<file path="src/rtl/hja_led_sched_if.sv">
// rtl/hja_led_sched_if.sv - page mux, pipeline hold and LED signals of hja_led_sched
// HJA_LED_SCHED_TRIG_CNT_EN adds the trig_drop counter output.
interface hja_led_sched_if;
    logic [7:0]  sw_page;
    logic        scan_en;
    logic        arm;
    logic        trig;
    logic        clr;
    logic        hold_ack;
    logic [15:0] debug_word;
    logic [7:0]  page_sel;
    logic [15:0] led_out;
    logic        hold_req;
    logic [2:0]  state_out;
    logic        cap_err;
`ifdef HJA_LED_SCHED_TRIG_CNT_EN
    logic [7:0]  trig_drop;
`endif

    modport master (
        output sw_page, scan_en, arm, trig, clr, hold_ack, debug_word,
`ifdef HJA_LED_SCHED_TRIG_CNT_EN
        input  trig_drop,
`endif
        input  page_sel, led_out, hold_req, state_out, cap_err
    );

    modport slave (
        input  sw_page, scan_en, arm, trig, clr, hold_ack, debug_word,
`ifdef HJA_LED_SCHED_TRIG_CNT_EN
        output trig_drop,
`endif
        output page_sel, led_out, hold_req, state_out, cap_err
    );
endinterface

</file>
<file path="src/rtl/hja_led_sched.sv">
// rtl/hja_led_sched.sv - debug LED page scheduler: live follow, dwell scan, halted snapshot capture
// HJA_LED_SCHED_TRIG_CNT_EN adds a saturating count of triggers dropped while busy.
module hja_led_sched #(
    parameter logic [7:0]         PAGE_FIRST  = 8'h00,
    parameter logic [7:0]         PAGE_LAST   = 8'h49,
    parameter int                 DWELL_W     = 24,
    parameter logic [DWELL_W-1:0] DWELL       = 24'd5000000,
    parameter int                 ACK_TIMEOUT = 16
) (
    input  logic           clk,
    input  logic           rst,
    hja_led_sched_if.slave bus
);
    localparam int N     = int'(PAGE_LAST) - int'(PAGE_FIRST) + 1;
    localparam int IDX_W = (N > 1) ? $clog2(N) : 1;
    localparam int TMO_W = $clog2(ACK_TIMEOUT + 1);

    typedef enum logic [2:0] {
        S_LIVE     = 3'd0,
        S_SCAN     = 3'd1,
        S_HALT_REQ = 3'd2,
        S_CAPTURE  = 3'd3,
        S_REVIEW   = 3'd4
    } state_t;

    state_t             state_q, state_d;
    logic [7:0]         page_sel_q, page_sel_d;
    logic [15:0]        led_q, led_d;
    logic               hold_req_q, hold_req_d;
    logic               cap_err_q, cap_err_d;
    logic [DWELL_W-1:0] dwell_q, dwell_d;
    logic [IDX_W-1:0]   idx_q, idx_d;
    logic [TMO_W-1:0]   tmo_q, tmo_d;
    logic [15:0]        cap_buf_q [N];

    logic        trig_fire, tmo_done, dwell_done, cap_last, rev_hit;
    logic [7:0]  rev_off, scan_next;
    logic [15:0] rev_word;

    assign trig_fire  = bus.trig & bus.arm;
    assign tmo_done   = (tmo_q == TMO_W'(ACK_TIMEOUT - 1));
    assign dwell_done = (dwell_q == DWELL - DWELL_W'(1));
    assign cap_last   = (idx_q == IDX_W'(N - 1));
    assign scan_next  = (page_sel_q == PAGE_LAST) ? PAGE_FIRST : page_sel_q + 8'd1;

    // Pages below PAGE_FIRST wrap to a large offset, so one compare covers both range ends.
    assign rev_off  = bus.sw_page - PAGE_FIRST;
    assign rev_hit  = (rev_off <= (PAGE_LAST - PAGE_FIRST));
    assign rev_word = rev_hit ? cap_buf_q[rev_off[IDX_W-1:0]] : 16'h0000;

    always_ff @(posedge clk) begin
        if (rst) begin
            state_q    <= S_LIVE;
            page_sel_q <= 8'h00;
            led_q      <= 16'h0000;
            hold_req_q <= 1'b0;
            cap_err_q  <= 1'b0;
            dwell_q    <= '0;
            idx_q      <= '0;
            tmo_q      <= '0;
        end else begin
            state_q    <= state_d;
            page_sel_q <= page_sel_d;
            led_q      <= led_d;
            hold_req_q <= hold_req_d;
            cap_err_q  <= cap_err_d;
            dwell_q    <= dwell_d;
            idx_q      <= idx_d;
            tmo_q      <= tmo_d;
        end
    end

    always_ff @(posedge clk) begin
        if (state_q == S_CAPTURE) begin
            cap_buf_q[idx_q] <= bus.debug_word;
        end
    end

    always_comb begin
        state_d = state_q;
        case (state_q)
            S_LIVE: begin
                if (trig_fire)        state_d = S_HALT_REQ;
                else if (bus.scan_en) state_d = S_SCAN;
            end
            S_SCAN: begin
                if (trig_fire)         state_d = S_HALT_REQ;
                else if (!bus.scan_en) state_d = S_LIVE;
            end
            S_HALT_REQ: begin
                if (bus.hold_ack)  state_d = S_CAPTURE;
                else if (tmo_done) state_d = bus.scan_en ? S_SCAN : S_LIVE;
            end
            S_CAPTURE: begin
                if (cap_last) state_d = S_REVIEW;
            end
            S_REVIEW: begin
                if (bus.clr) state_d = bus.scan_en ? S_SCAN : S_LIVE;
            end
            default: state_d = S_LIVE;
        endcase
    end

    always_comb begin
        page_sel_d = page_sel_q;
        led_d      = led_q;
        hold_req_d = hold_req_q;
        cap_err_d  = bus.clr ? 1'b0 : cap_err_q;
        dwell_d    = dwell_q;
        idx_d      = idx_q;
        tmo_d      = tmo_q;
        case (state_q)
            S_LIVE: begin
                page_sel_d = bus.sw_page;
                led_d      = bus.debug_word;
                if (trig_fire) begin
                    hold_req_d = 1'b1;
                    tmo_d      = '0;
                end else if (bus.scan_en) begin
                    page_sel_d = PAGE_FIRST;
                    dwell_d    = '0;
                end
            end
            S_SCAN: begin
                led_d = bus.debug_word;
                if (trig_fire) begin
                    hold_req_d = 1'b1;
                    tmo_d      = '0;
                end else if (bus.scan_en) begin
                    if (dwell_done) begin
                        dwell_d    = '0;
                        page_sel_d = scan_next;
                    end else begin
                        dwell_d = dwell_q + DWELL_W'(1);
                    end
                end
            end
            S_HALT_REQ: begin
                if (bus.hold_ack) begin
                    page_sel_d = PAGE_FIRST;
                    idx_d      = '0;
                    cap_err_d  = 1'b0;
                end else if (tmo_done) begin
                    hold_req_d = 1'b0;
                    cap_err_d  = 1'b1;
                    if (bus.scan_en) begin
                        page_sel_d = PAGE_FIRST;
                        dwell_d    = '0;
                    end
                end else begin
                    tmo_d = tmo_q + TMO_W'(1);
                end
            end
            S_CAPTURE: begin
                if (cap_last) begin
                    hold_req_d = 1'b0;
                end else begin
                    idx_d      = idx_q + IDX_W'(1);
                    page_sel_d = page_sel_q + 8'd1;
                end
            end
            S_REVIEW: begin
                page_sel_d = bus.sw_page;
                led_d      = rev_word;
                if (bus.clr && bus.scan_en) begin
                    page_sel_d = PAGE_FIRST;
                    dwell_d    = '0;
                end
            end
            default: ;
        endcase
    end

`ifdef HJA_LED_SCHED_TRIG_CNT_EN
    logic [7:0] drop_q, drop_d;
    logic       busy;

    assign busy = (state_q == S_HALT_REQ) || (state_q == S_CAPTURE) || (state_q == S_REVIEW);

    always_comb begin
        drop_d = drop_q;
        if ((state_q == S_REVIEW) && bus.clr) begin
            drop_d = 8'h00;
        end else if (trig_fire && busy && (drop_q != 8'hFF)) begin
            drop_d = drop_q + 8'd1;
        end
    end

    always_ff @(posedge clk) begin
        if (rst) drop_q <= 8'h00;
        else     drop_q <= drop_d;
    end

    assign bus.trig_drop = drop_q;
`else
    // Triggers arriving while busy are discarded without trace.
`endif

    assign bus.page_sel  = page_sel_q;
    assign bus.led_out   = led_q;
    assign bus.hold_req  = hold_req_q;
    assign bus.state_out = state_q;
    assign bus.cap_err   = cap_err_q;
endmodule

</file>
<file path="src/flat_wrapper.sv">
// flat-port wrapper written by rule: the top's interface ports become plain ports
module hja_led_sched_flat 
#(
    parameter logic [7:0]         PAGE_FIRST  = 8'h00,
    parameter logic [7:0]         PAGE_LAST   = 8'h49,
    parameter int                 DWELL_W     = 24,
    parameter logic [DWELL_W-1:0] DWELL       = 24'd5000000,
    parameter int                 ACK_TIMEOUT = 16
)
  (clk, rst, bus_sw_page, bus_scan_en, bus_arm, bus_trig, bus_clr, bus_hold_ack, bus_debug_word, bus_page_sel, bus_led_out, bus_hold_req, bus_state_out, bus_cap_err);
  hja_led_sched_if bus_i ();
  input  logic clk;
  input  logic rst;
  input wire logic [$bits(bus_i.sw_page)-1:0] bus_sw_page;
  input wire logic [$bits(bus_i.scan_en)-1:0] bus_scan_en;
  input wire logic [$bits(bus_i.arm)-1:0] bus_arm;
  input wire logic [$bits(bus_i.trig)-1:0] bus_trig;
  input wire logic [$bits(bus_i.clr)-1:0] bus_clr;
  input wire logic [$bits(bus_i.hold_ack)-1:0] bus_hold_ack;
  input wire logic [$bits(bus_i.debug_word)-1:0] bus_debug_word;
  output wire logic [$bits(bus_i.page_sel)-1:0] bus_page_sel;
  output wire logic [$bits(bus_i.led_out)-1:0] bus_led_out;
  output wire logic [$bits(bus_i.hold_req)-1:0] bus_hold_req;
  output wire logic [$bits(bus_i.state_out)-1:0] bus_state_out;
  output wire logic [$bits(bus_i.cap_err)-1:0] bus_cap_err;
  assign bus_i.sw_page = bus_sw_page;
  assign bus_i.scan_en = bus_scan_en;
  assign bus_i.arm = bus_arm;
  assign bus_i.trig = bus_trig;
  assign bus_i.clr = bus_clr;
  assign bus_i.hold_ack = bus_hold_ack;
  assign bus_i.debug_word = bus_debug_word;
  assign bus_page_sel = bus_i.page_sel;
  assign bus_led_out = bus_i.led_out;
  assign bus_hold_req = bus_i.hold_req;
  assign bus_state_out = bus_i.state_out;
  assign bus_cap_err = bus_i.cap_err;
  hja_led_sched #(.PAGE_FIRST(PAGE_FIRST), .PAGE_LAST(PAGE_LAST), .DWELL_W(DWELL_W), .DWELL(DWELL), .ACK_TIMEOUT(ACK_TIMEOUT)) u_core (.clk(clk), .rst(rst), .bus(bus_i));
endmodule
</file>
<file path="config.mk">
export PLATFORM = sky130hd
export DESIGN_NAME = hja_led_sched_flat
export DESIGN_NICKNAME = d
export VERILOG_FILES = /design/src/rtl/hja_led_sched_if.sv /design/src/rtl/hja_led_sched.sv /design/src/flat_wrapper.sv
export SDC_FILE = /design/constraint.sdc
export NUM_CORES = 1
export LEC_CHECK = 0
export BUFFER_PORTS_ARGS = -buffer_cell sky130_fd_sc_hd__buf_2
export CORE_ASPECT_RATIO = 1.5
export CORE_MARGIN = 2
export CORE_UTILIZATION = 60
export CTS_BUF_LIST = sky130_fd_sc_hd__clkbuf_16
export DETAILED_ROUTE_END_ITERATION = 10
export HOLD_SLACK_MARGIN = 0.1
export PLACE_DENSITY_LB_ADDON = 0.25
export SLEW_MARGIN = 10
export SYNTH_ARGS = -nofsm -noshare
export SYNTH_HDL_FRONTEND = slang
export SYNTH_SLANG_ARGS = --single-unit
</file>
<file path="constraint.sdc">
create_clock -name clk -period 7.2 [get_ports clk]
set_clock_uncertainty 0.1 [all_clocks]
set_input_delay 0.36 -clock clk [delete_from_list [all_inputs] [get_ports clk]]
set_output_delay 0.36 -clock clk [all_outputs]
set_load 0.02 [all_outputs]
</file>
Word-level counts from Yosys, hierarchy flattened. Memory sizes are Yosys's and may differ from the RTL's. Cells that the tools add are included.

Register bits: 65. Bits in latches: 0. RAM bits: 1184. ROM bits: 0. Bits of input ports: 31. Output and inout port bits: 29. Memories: 1.

Memory list: u_core.cap_buf_q (words 74, bits a word 16, rd ports 1, clocked after Yosys merged registers in 0, write ports 1, RTL line hja_led_sched.sv:34) `logic [15:0] cap_buf_q [N];`.

Add/sub/neg operators: 4. Multipliers: 0. Div/mod/pow operators: 0. $lt $le $gt $ge: 1. Equality and inequality tests: 25. Shift operators: 0. Mux-type cells: 51. Bitwise logic cells: 1. Reduce and logical (&&, ||, !) cells: 15.

Operators by type and width (count): 24-bit two-way mux (8); 24-bit one-hot mux with 4 select lines (1); 8-bit two-way mux (11); 8-bit one-hot mux with 5 select lines (1); 16-bit one-hot mux with 2 select lines (1); 24-bit by 1-bit adder with 24-bit output (second input constant) (1); 24-bit by 23-bit equality test with 1-bit output (second input constant) (1); 3-bit two-way mux (8); 16-bit two-way mux (1); 2-bit inequality test (second input constant) (8); 5-bit two-way mux (3); 3-bit one-hot mux with 5 select lines (1); 7-bit two-way mux (2); 7-bit one-hot mux with 2 select lines (1); 7-bit AND reduction (2); 1-bit two-way mux (11); 2-bit by 1-bit inequality test with 1-bit output (second input constant) (5); 5-bit one-hot mux with 2 select lines (1); 5-bit AND reduction (2); 3-bit by 2-bit inequality test with 1-bit output (second input constant) (3); 8-bit by 1-bit adder with 8-bit output (second input constant) (1); 8-bit by 7-bit equality test with 1-bit output (second input constant) (1); 8-bit by 7-bit <= comparator with 1-bit output (second input constant) (1); 7-bit by 1-bit adder with 7-bit output (second input constant) (1); other kinds (18) (21).

Depth between registers and ports, before layout. Gate-level depths: netlist of run 1.

Word-level depth: 6. Mapped depth: 10. Depth with buffers taken out: 9.

Worst setup path after synthesis of run 1. No wires, ideal clock.

Path type: register to register. From: register u_core.state_q[0] (netlist: u_core.bus.state_out[0]). To: memory u_core.cap_buf_q[55][0] (enable). Setup time: 389 ps. Arrival time: 2463 ps. Path slack: 4249 ps. Stages on the path, launching flop included: 8. Path buffers: 3. Period minus slack after synthesis: 2951 ps. Cell sequence: dfxtp_1 clkbuf_1 clkbuf_1 nor2b_1 and3_1 clkbuf_1 nand3_1 nor2_1.

Word-level cells in the longest chain between the ends: 3.

Ends and longest elaborated chain: start: declaration (RTL line hja_led_sched.sv:26) `state_t state_q, state_d;`; start signal: assignment (RTL line hja_led_sched.sv:62) `state_q <= state_d;`; 3-bit by 2-bit equality test with 1-bit output (RTL line hja_led_sched.sv:74) `if (state_q == S_CAPTURE) begin`; 1-bit two-way mux (RTL line hja_led_sched.sv:74); 1-bit two-way mux (not written as such) (RTL line hja_led_sched.sv:75) `cap_buf_q[idx_q] <= bus.debug_word;`; end: declaration (RTL line hja_led_sched.sv:34).

Every way passes these cells.

Final worst setup path of run 1.
From: input port bus_sw_page[2]. To: register u_core.led_q[10] (netlist: u_core.bus.led_out[10]).

Word-level cells in the longest chain between the ends: 3. Elaborated cells on any way between the ends: 4. Classes of those cells: 1 x order compare; 2 x mux; 1 x memory.

Ends and longest elaborated chain: start: declaration (RTL line flat_wrapper.sv:14) `input wire logic [$bits(bus_i.sw_page)-1:0] bus_sw_page;`; memory 74 x 16 bit / 8-bit by 7-bit <= comparator with 1-bit output (equally long branches); 16-bit two-way mux * (RTL line hja_led_sched.sv:49) `assign rev_word = rev_hit ? cap_buf_q[rev_off[IDX_W-1:0]] : 16'h0000;`; 16-bit one-hot mux with 2 select lines * (RTL line hja_led_sched.sv:112) `case (state_q)`; end signal: assignment (RTL line hja_led_sched.sv:64) `led_q <= led_d;`; end: declaration (RTL line hja_led_sched.sv:28) `logic [15:0] led_q, led_d;`.

Mark *: on every way between the ends. The rest lies on a longest branch, timed or not. A chain may end at the register's enable or synchronous reset.

==> flow_metrics.py, run 1 <==
metrics = {
    "status": {
        "status": "complete, no violations",
    },
    "routing": {
        "wl_per_cell_um": 30.8,
        "total_wire_length_mm": 120,
        "via_count": 26000,
        "drt.antenna.violating_nets": 0,
        "post_route_drc": 0,
        "vias_per_cell": 6.67,
        "detailed_router_iteration_count_before_antenna_repair": 6,
        "drt_first_iter_violations": 3158,
    },
    "final_layout": {
        "ratio_of_cells_with_drive_above_1_in_the_final_layout": 0.200,
        "layout_common_cells": "1184 x edfxtp_1, 224 x mux4_2, 213 x mux2i_1, 182 x nor2_1, 129 x nand2_1",
        "layout.cells.most_common": "edfxtp_1",
        "layout.core_utilization": 0.674,
        "layout.nets": 2805,
        "layout-area-overhead-vs-synth_pct": 11.3,
    },
    "worst_setup_path": {
        "maximum_fanout_encountered_on_the_critical_timing_path": 54,
        "r2r-start": "u_core.bus.state_out[1]",
        "max_stage_delay_ns": 1.03,
        "crit_chain": "clkbuf_8, buf_4, and2_1, buf_4, nand2_1, nand2_1, o311ai_0, nor3_1, a2111oi_0",
        "critical_path.startpoint_type": "input port",
        "ff2ff_path_depth": 5,
        "worstSetupPathType": "in2reg",
        "critical-path-slowest-cell": "nor3_1",
        "worst_path_required_time_ns": 7.61,
        "rrSetupSlack_ns": 3.26,
        "endpoint_of_the_most_critical_register_to_register_path": "u_core.cap_buf_q[46][10]",
        "end_kind": "register",
        "arrival_ns": 4.45,
    },
    "yosys": {
        "synthesis.area_mm2": 0.0491,
        "syn_avg_cell_area_um2": 18.7,
        "postSynth.topFlopCell": "edfxtp_1",
        "synth-seq-area-share": 0.750,
        "synthesis.yosys.warnings": 0,
        "synth_async_sr_flop_share": 0,
        "synth-seq-cells": 1249,
        "synth_enable_flop_cells": 1184,
        "yosys.cell_types.count": 55,
        "post_synth_inst_count": 2627,
        "postSynthNetCount": 2665,
    },
    "grt": {
        "grt.met1_usage": 0.377,
        "globalRouteOverflowTotal": 0,
        "grt_busiest_layer": "met2",
        "first_pass_grt_wire_length_mm": 175,
        "track_usage": 0.289,
        "grtUsageMet3": 0.0470,
        "grt_antenna_before_repair": 5,
        "globalRouteMet2Util": 0.486,
        "grt_pass1_vias": 26000,
        "grt_start_max_net_pins": 102,
    },
    "sta": {
        "final_min_period_over_clock_period": 0.561,
        "period_needed_ns": 4.04,
        "tightestPinTransition_ns": 1.22,
        "achievable-frequency_mhz": 247,
        "timing.final.setup_violations": 0,
        "finalSetupTns_ns": 0,
        "max_slew_vio_count": 0,
        "report.final.hold_viol_count": 0,
        "grt_setup_unrepaired": "false",
        "slew_headroom": 0.183,
    },
    "floorplanning": {
        "floorplan.io_pins": 60,
        "floorplan.die_area_mm2": 0.0843,
        "fp.coreArea_mm2": 0.0812,
        "chipHeight_um": 355,
        "floorplan.rows": 128,
        "fp.dieW_um": 238,
        "start_util": 0.605,
    },
    "worst_hold_path": {
        "hold_path_startpoint": "bus_debug_word[6]",
        "hp-class": "in2reg",
        "hold_path_end": "u_core.cap_buf_q[38][6]",
        "hold-path-cell-count": 2,
    },
    "placement": {
        "routabilityCongestion": 0.907,
        "post-dp-hpwl_mm": 72.4,
        "placement.io_buffers": 59,
    },
    "clock_tree": {
        "postCtsSetupRepairBufs": 0,
        "cts.repair.resized": 0,
        "clock_slew_at_the_register_clock_pins_of_the_worst_setup_and_hold_paths_ns": 0.07,
        "cts-buffers-inserted": 106,
        "cts_buffer_depth": 3,
        "clk_root_buffer_cell": "clkbuf_16",
        "cts_tree": "yes",
        "worstSkewPairLatency_ns": 0.70,
        "cts-htree-levels": 3,
        "hold_buffers": 8,
        "clock-sinks": 1249,
    },
    "power": {
        "irDropWorstVdd_mv": 0.225,
        "power_density_mw_per_mm2": 274,
        "cellLeakagePower_nw": 17.9,
        "fin_total_pwr_mw": 15.0,
    },
    "flow_run": {
        "cap_viol_max_count": 0,
    },
}
[synth_stat cells, drive strengths merged (37+ instances only)]
| cell | count | area, um^2 |
|---|---|---|
| nor2b | 45 | 282 |
| clkbuf | 64 | 240 |
| dfxtp | 65 | 1300 |
| mux4 | 224 | 5040 |
| nand2 | 129 | 484 |
| nor2 | 186 | 698 |
| a22oi | 37 | 278 |
| a21oi | 44 | 220 |
| edfxtp | 1184 | 35600 |
| buf | 84 | 427 |
| mux2i | 213 | 2130 |
| o21ai | 38 | 190 |
[power by group]
group          total (mW)  switching (mW)  internal, mW
sequential           8.05          0.0699          7.98
clock                5.95            2.52          3.42
combinational       0.992           0.667         0.325
[worst max-delay path, delay by kind of cell]
| family | cells | cell delay, ns |
|---|---|---|
| AOI/OAI and AO/OA | 2 | 0.44 |
| buffers and inverters | 3 | 1.62 |
| and+or+nand+nor | 4 | 1.91 |
[layout make-up]
| class | instances | area (um^2) |
|---|---|---|
| Clock buffer | 111 | 2780 |
| Sequential cell | 1249 | 36900 |
| Tap cell | 1040 | 1300 |
| Inverter | 12 | 45.0 |
| Multi-Input combinational cell | 1218 | 11600 |
| Antenna cell | 1 | 2.50 |
| Fill cell | 5067 | 26500 |
| Clock inverter | 87 | 850 |
| Timing Repair Buffer | 180 | 1260 |
[sequential cells by signal, indices dropped and copies added, names as in the netlist]
| signal | count |
|---|---|
| u_core.bus.cap_err | 1 |
| u_core.bus.hold_req | 1 |
| u_core.bus.led_out | 16 |
| u_core.bus.page_sel | 8 |
| u_core.bus.state_out | 3 |
| u_core.cap_buf_q | 1184 |
| u_core.dwell_q | 24 |
| u_core.idx_q | 7 |
| u_core.tmo_q | 5 |
[metrics by stage]
step	setup slack (ns)	hold slack (ns)	cells	cell area, um^2
floorplan	4.25	0.339	2627	49100
global placement	2.55	0.355	3691	51000
detailed placement	2.53	0.393	3691	51000
CTS	3.30	0.114	3897	54700
global route	3.18	0.140	3897	54700
finish	3.16	0.144	3898	54700
[cells by family (layout without fill, tap and decap cells)]
logic type / count (synthesis) / in the layout / share of synthesized area
flip-flops: 1249 / 1249 / 0.750
adder cells (fa/ha/maj): 7 / 7 / 0.00178
multiplexers: 437 / 437 / 0.146
AO/OA/AOI/OAI: 274 / 274 / 0.0394
AND/OR/NAND/NOR: 474 / 474 / 0.0437
XOR/XNOR: 26 / 26 / 0.00463
buffers and inverters: 160 / 390 / 0.0145
other: 0 / 1 / 0
[how the worst max path moves through the flow]
stage | from | to | slack (ns) | cells after the start
floorplan | u_core.bus.state_out[0] | u_core.cap_buf_q[55][0] | 4.25 | 7
global placement | bus_sw_page[2] | u_core.bus.led_out[4] | 2.55 | 9
detailed placement | bus_sw_page[2] | u_core.bus.led_out[4] | 2.53 | 9
CTS | bus_sw_page[2] | u_core.bus.led_out[4] | 3.30 | 9
global route | u_core.bus.state_out[1] | u_core.cap_buf_q[46][10] | 3.18 | 5
finish | bus_sw_page[2] | u_core.bus.led_out[10] | 3.16 | 9
[per-layer routing]
layer | wire length (um) | part of all wire
met5 | 26 | 0.00022
met4 | 5750 | 0.048
met3 | 9270 | 0.077
met2 | 61100 | 0.51
met1 | 43900 | 0.37
(Power assumes the default switching activity.)
==> run 2: changes to the inputs <==
--- a/config.mk
+++ b/config.mk
@@ -8,7 +8,7 @@
 export BUFFER_PORTS_ARGS = -buffer_cell sky130_fd_sc_hd__buf_2
 export CORE_ASPECT_RATIO = 1.5
 export CORE_MARGIN = 2
-export CORE_UTILIZATION = 60
+export CORE_UTILIZATION = 57
 export CTS_BUF_LIST = sky130_fd_sc_hd__clkbuf_16
 export DETAILED_ROUTE_END_ITERATION = 10
 export HOLD_SLACK_MARGIN = 0.1
==> constraint.sdc (replaced) <==
create_clock -name clk -period 3.69 [get_ports clk]
set_clock_uncertainty 0.1 [all_clocks]
set_input_delay 0.1845 -clock clk [delete_from_list [all_inputs] [get_ports clk]]
set_output_delay 0.1845 -clock clk [all_outputs]
set_load 0.02 [all_outputs]
==> flow_metrics.py, run 2 (synthesis results as in run 1) <==
metrics = {
    "worst_setup_path": {
        "end_kind": "register",
        "max_stage_delay_ns": 0.71,
        "crit_chain": "nand2_1, buf_4, nand2_1, o311ai_0, buf_4, nor3_1, a2111oi_0",
        "maximum_fanout_encountered_on_the_critical_timing_path": 18,
        "ff2ff_path_depth": 7,
        "arrival_ns": 3.46,
        "worst_path_required_time_ns": 4.12,
        "critPathTopFamily": "simple AND/OR/NAND/NOR gates",
        "cp.buffers_inverters": 2,
        "depth_of_the_critical_timing_path_with_buffers_and_inverters_included": 7,
        "critical-path-slowest-cell": "dfxtp_1",
        "worstSetupPathType": "reg2reg",
        "critical_path.startpoint_type": "register",
    },
    "clock_tree": {
        "cts_tree": "yes",
        "postCtsSetupRepairBufs": 0,
        "clock-sinks": 1249,
        "worstSkewPairLatency_ns": 0.70,
        "clock_slew_at_the_register_clock_pins_of_the_worst_setup_and_hold_paths_ns": 0.07,
        "hold_buffers": 28,
        "cts_buffer_depth": 3,
        "clk_root_buffer_cell": "clkbuf_16",
        "cts.repair.resized": 0,
        "cts-buffers-inserted": 109,
        "cts-htree-levels": 3,
    },
    "final_layout": {
        "layout.cells.most_common": "edfxtp_1",
        "layout_common_cells": "1184 x edfxtp_1, 224 x mux4_2, 213 x mux2i_1, 185 x nor2_1, 183 x buf_4",
        "layout-area-overhead-vs-synth_pct": 12.9,
        "layout.core_utilization": 0.651,
        "layout.filler_cells": 5685,
        "largest-register": "u_core.cap_buf_q",
        "layout.nets": 2906,
        "postLayoutCellArea_mm2": 0.0555,
        "largest_register_ffs": 1184,
        "ratio_of_cells_with_drive_above_1_in_the_final_layout": 0.217,
    },
    "power": {
        "power_density_mw_per_mm2": 519,
        "irDropWorstVdd_mv": 0.427,
        "fin_total_pwr_mw": 28.8,
        "cellLeakagePower_nw": 18.3,
    },
    "floorplanning": {
        "floorplan.die_area_mm2": 0.0886,
        "start_util": 0.577,
        "fp.dieW_um": 244,
        "chipHeight_um": 364,
        "fp.coreArea_mm2": 0.0852,
        "floorplan.io_pins": 60,
        "floorplan.rows": 131,
    },
    "grt": {
        "globalRouteOverflowTotal": 0,
        "grt_start_max_net_pins": 75,
        "grt_antenna_before_repair": 9,
        "grt_pass1_vias": 26700,
        "track_usage": 0.287,
        "first_pass_grt_wire_length_mm": 181,
    },
    "routing": {
        "post_route_drc": 0,
        "via_count": 26400,
        "total_wire_length_mm": 126,
        "wl_per_cell_um": 30.7,
        "detailed_router_iteration_count_before_antenna_repair": 6,
        "vias_per_cell": 6.46,
        "drt_first_iter_violations": 3302,
        "drt.antenna.violating_nets": 0,
    },
    "status": {
        "status": "complete, no violations",
    },
    "sta": {
        "achievable-frequency_mhz": 331,
        "hold_ws_ns": 0.201,
        "period_needed_ns": 3.02,
        "tightestPinTransition_ns": 1.17,
        "grt_setup_unrepaired": "false",
        "report.final.hold_viol_count": 0,
        "timing.final.setup_violations": 0,
        "max_slew_vio_count": 0,
        "slew_headroom": 0.221,
        "final_min_period_over_clock_period": 0.820,
        "finalSetupTns_ns": 0,
    },
    "worst_hold_path": {
        "hold-path-cell-count": 5,
        "hp-class": "in2reg",
    },
    "placement": {
        "post-dp-hpwl_mm": 77.9,
        "placement.io_buffers": 59,
        "routabilityCongestion": 0.953,
        "dpl_cell_area_mm2": 0.0518,
    },
    "flow_run": {
        "cap_viol_max_count": 0,
    },
}
-- run 2: changes by cell type in the layout (fill, tap and decap cells not counted), sizes merged --
cell         previous run  this run
diode                   1         2
clkbuf                112       111
buf                   171       249
clkinvlp                3         4
bufinv                 18         9
dlygate4sd3             8        28
clkinv                 41        53
-- run 2: worst reg2reg max path: stages (launching register included) --
cell	delay (ns)
dfxtp_1	0.71
nand2_1	0.31
buf_4	0.31
nand2_1	0.15
o311ai_0	0.24
buf_4	0.22
nor3_1	0.60
a2111oi_0	0.24
-- run 2: metrics by stage --
step | setup slack, ns | std cells
after floorplan | 0.739 | 2627
after global placement | 0.206 | 3859
after detailed placement | 0.182 | 3859
after CTS | 0.731 | 4088
after global routing | 0.497 | 4088
final | 0.665 | 4090
-- run 2: worst paths after layout --
path | start | slack [ns] | to
max | u_core.bus.state_out[2] | 0.67 | u_core.bus.led_out[4]
min | bus_debug_word[6] | 0.20 | u_core.bus.led_out[6]
max reg2reg | u_core.bus.state_out[2] | 0.67 | u_core.bus.led_out[4]
min reg2reg | u_core.tmo_q[3] | 0.40 | u_core.tmo_q[3]
-- run 2: power breakdown --
| part | internal (mW) | switching (mW) | total (mW) |
|---|---|---|---|
| Sequential | 15.6 | 0.165 | 15.7 |
| Clock | 6.03 | 4.99 | 11.0 |
| Combinational | 0.706 | 1.32 | 2.03 |
-- run 2: final cells by class --
type,count,area [um^2],share of cell area
Clock buffer,110,2750,0.0496
Timing Repair Buffer,278,2140,0.0386
Tap cell,1130,1410,0.0255
Multi-Input combinational cell,1218,11600,0.209
Antenna cell,2,5.00,0.0000902
Inverter,12,45.0,0.000812
Clock inverter,91,669,0.0121
Sequential cell,1249,36900,0.665
-- run 2: routing by layer --
| layer | GRT usage | wire length, um | part of all wire |
|---|---|---|---|
| met1 | 0.361 | 44500 | 0.35 |
| met2 | 0.489 | 63900 | 0.51 |
| met3 | 0.0427 | 10200 | 0.081 |
| met4 | 0.145 | 7120 | 0.057 |
| met5 | 0 | 48 | 0.00038 |
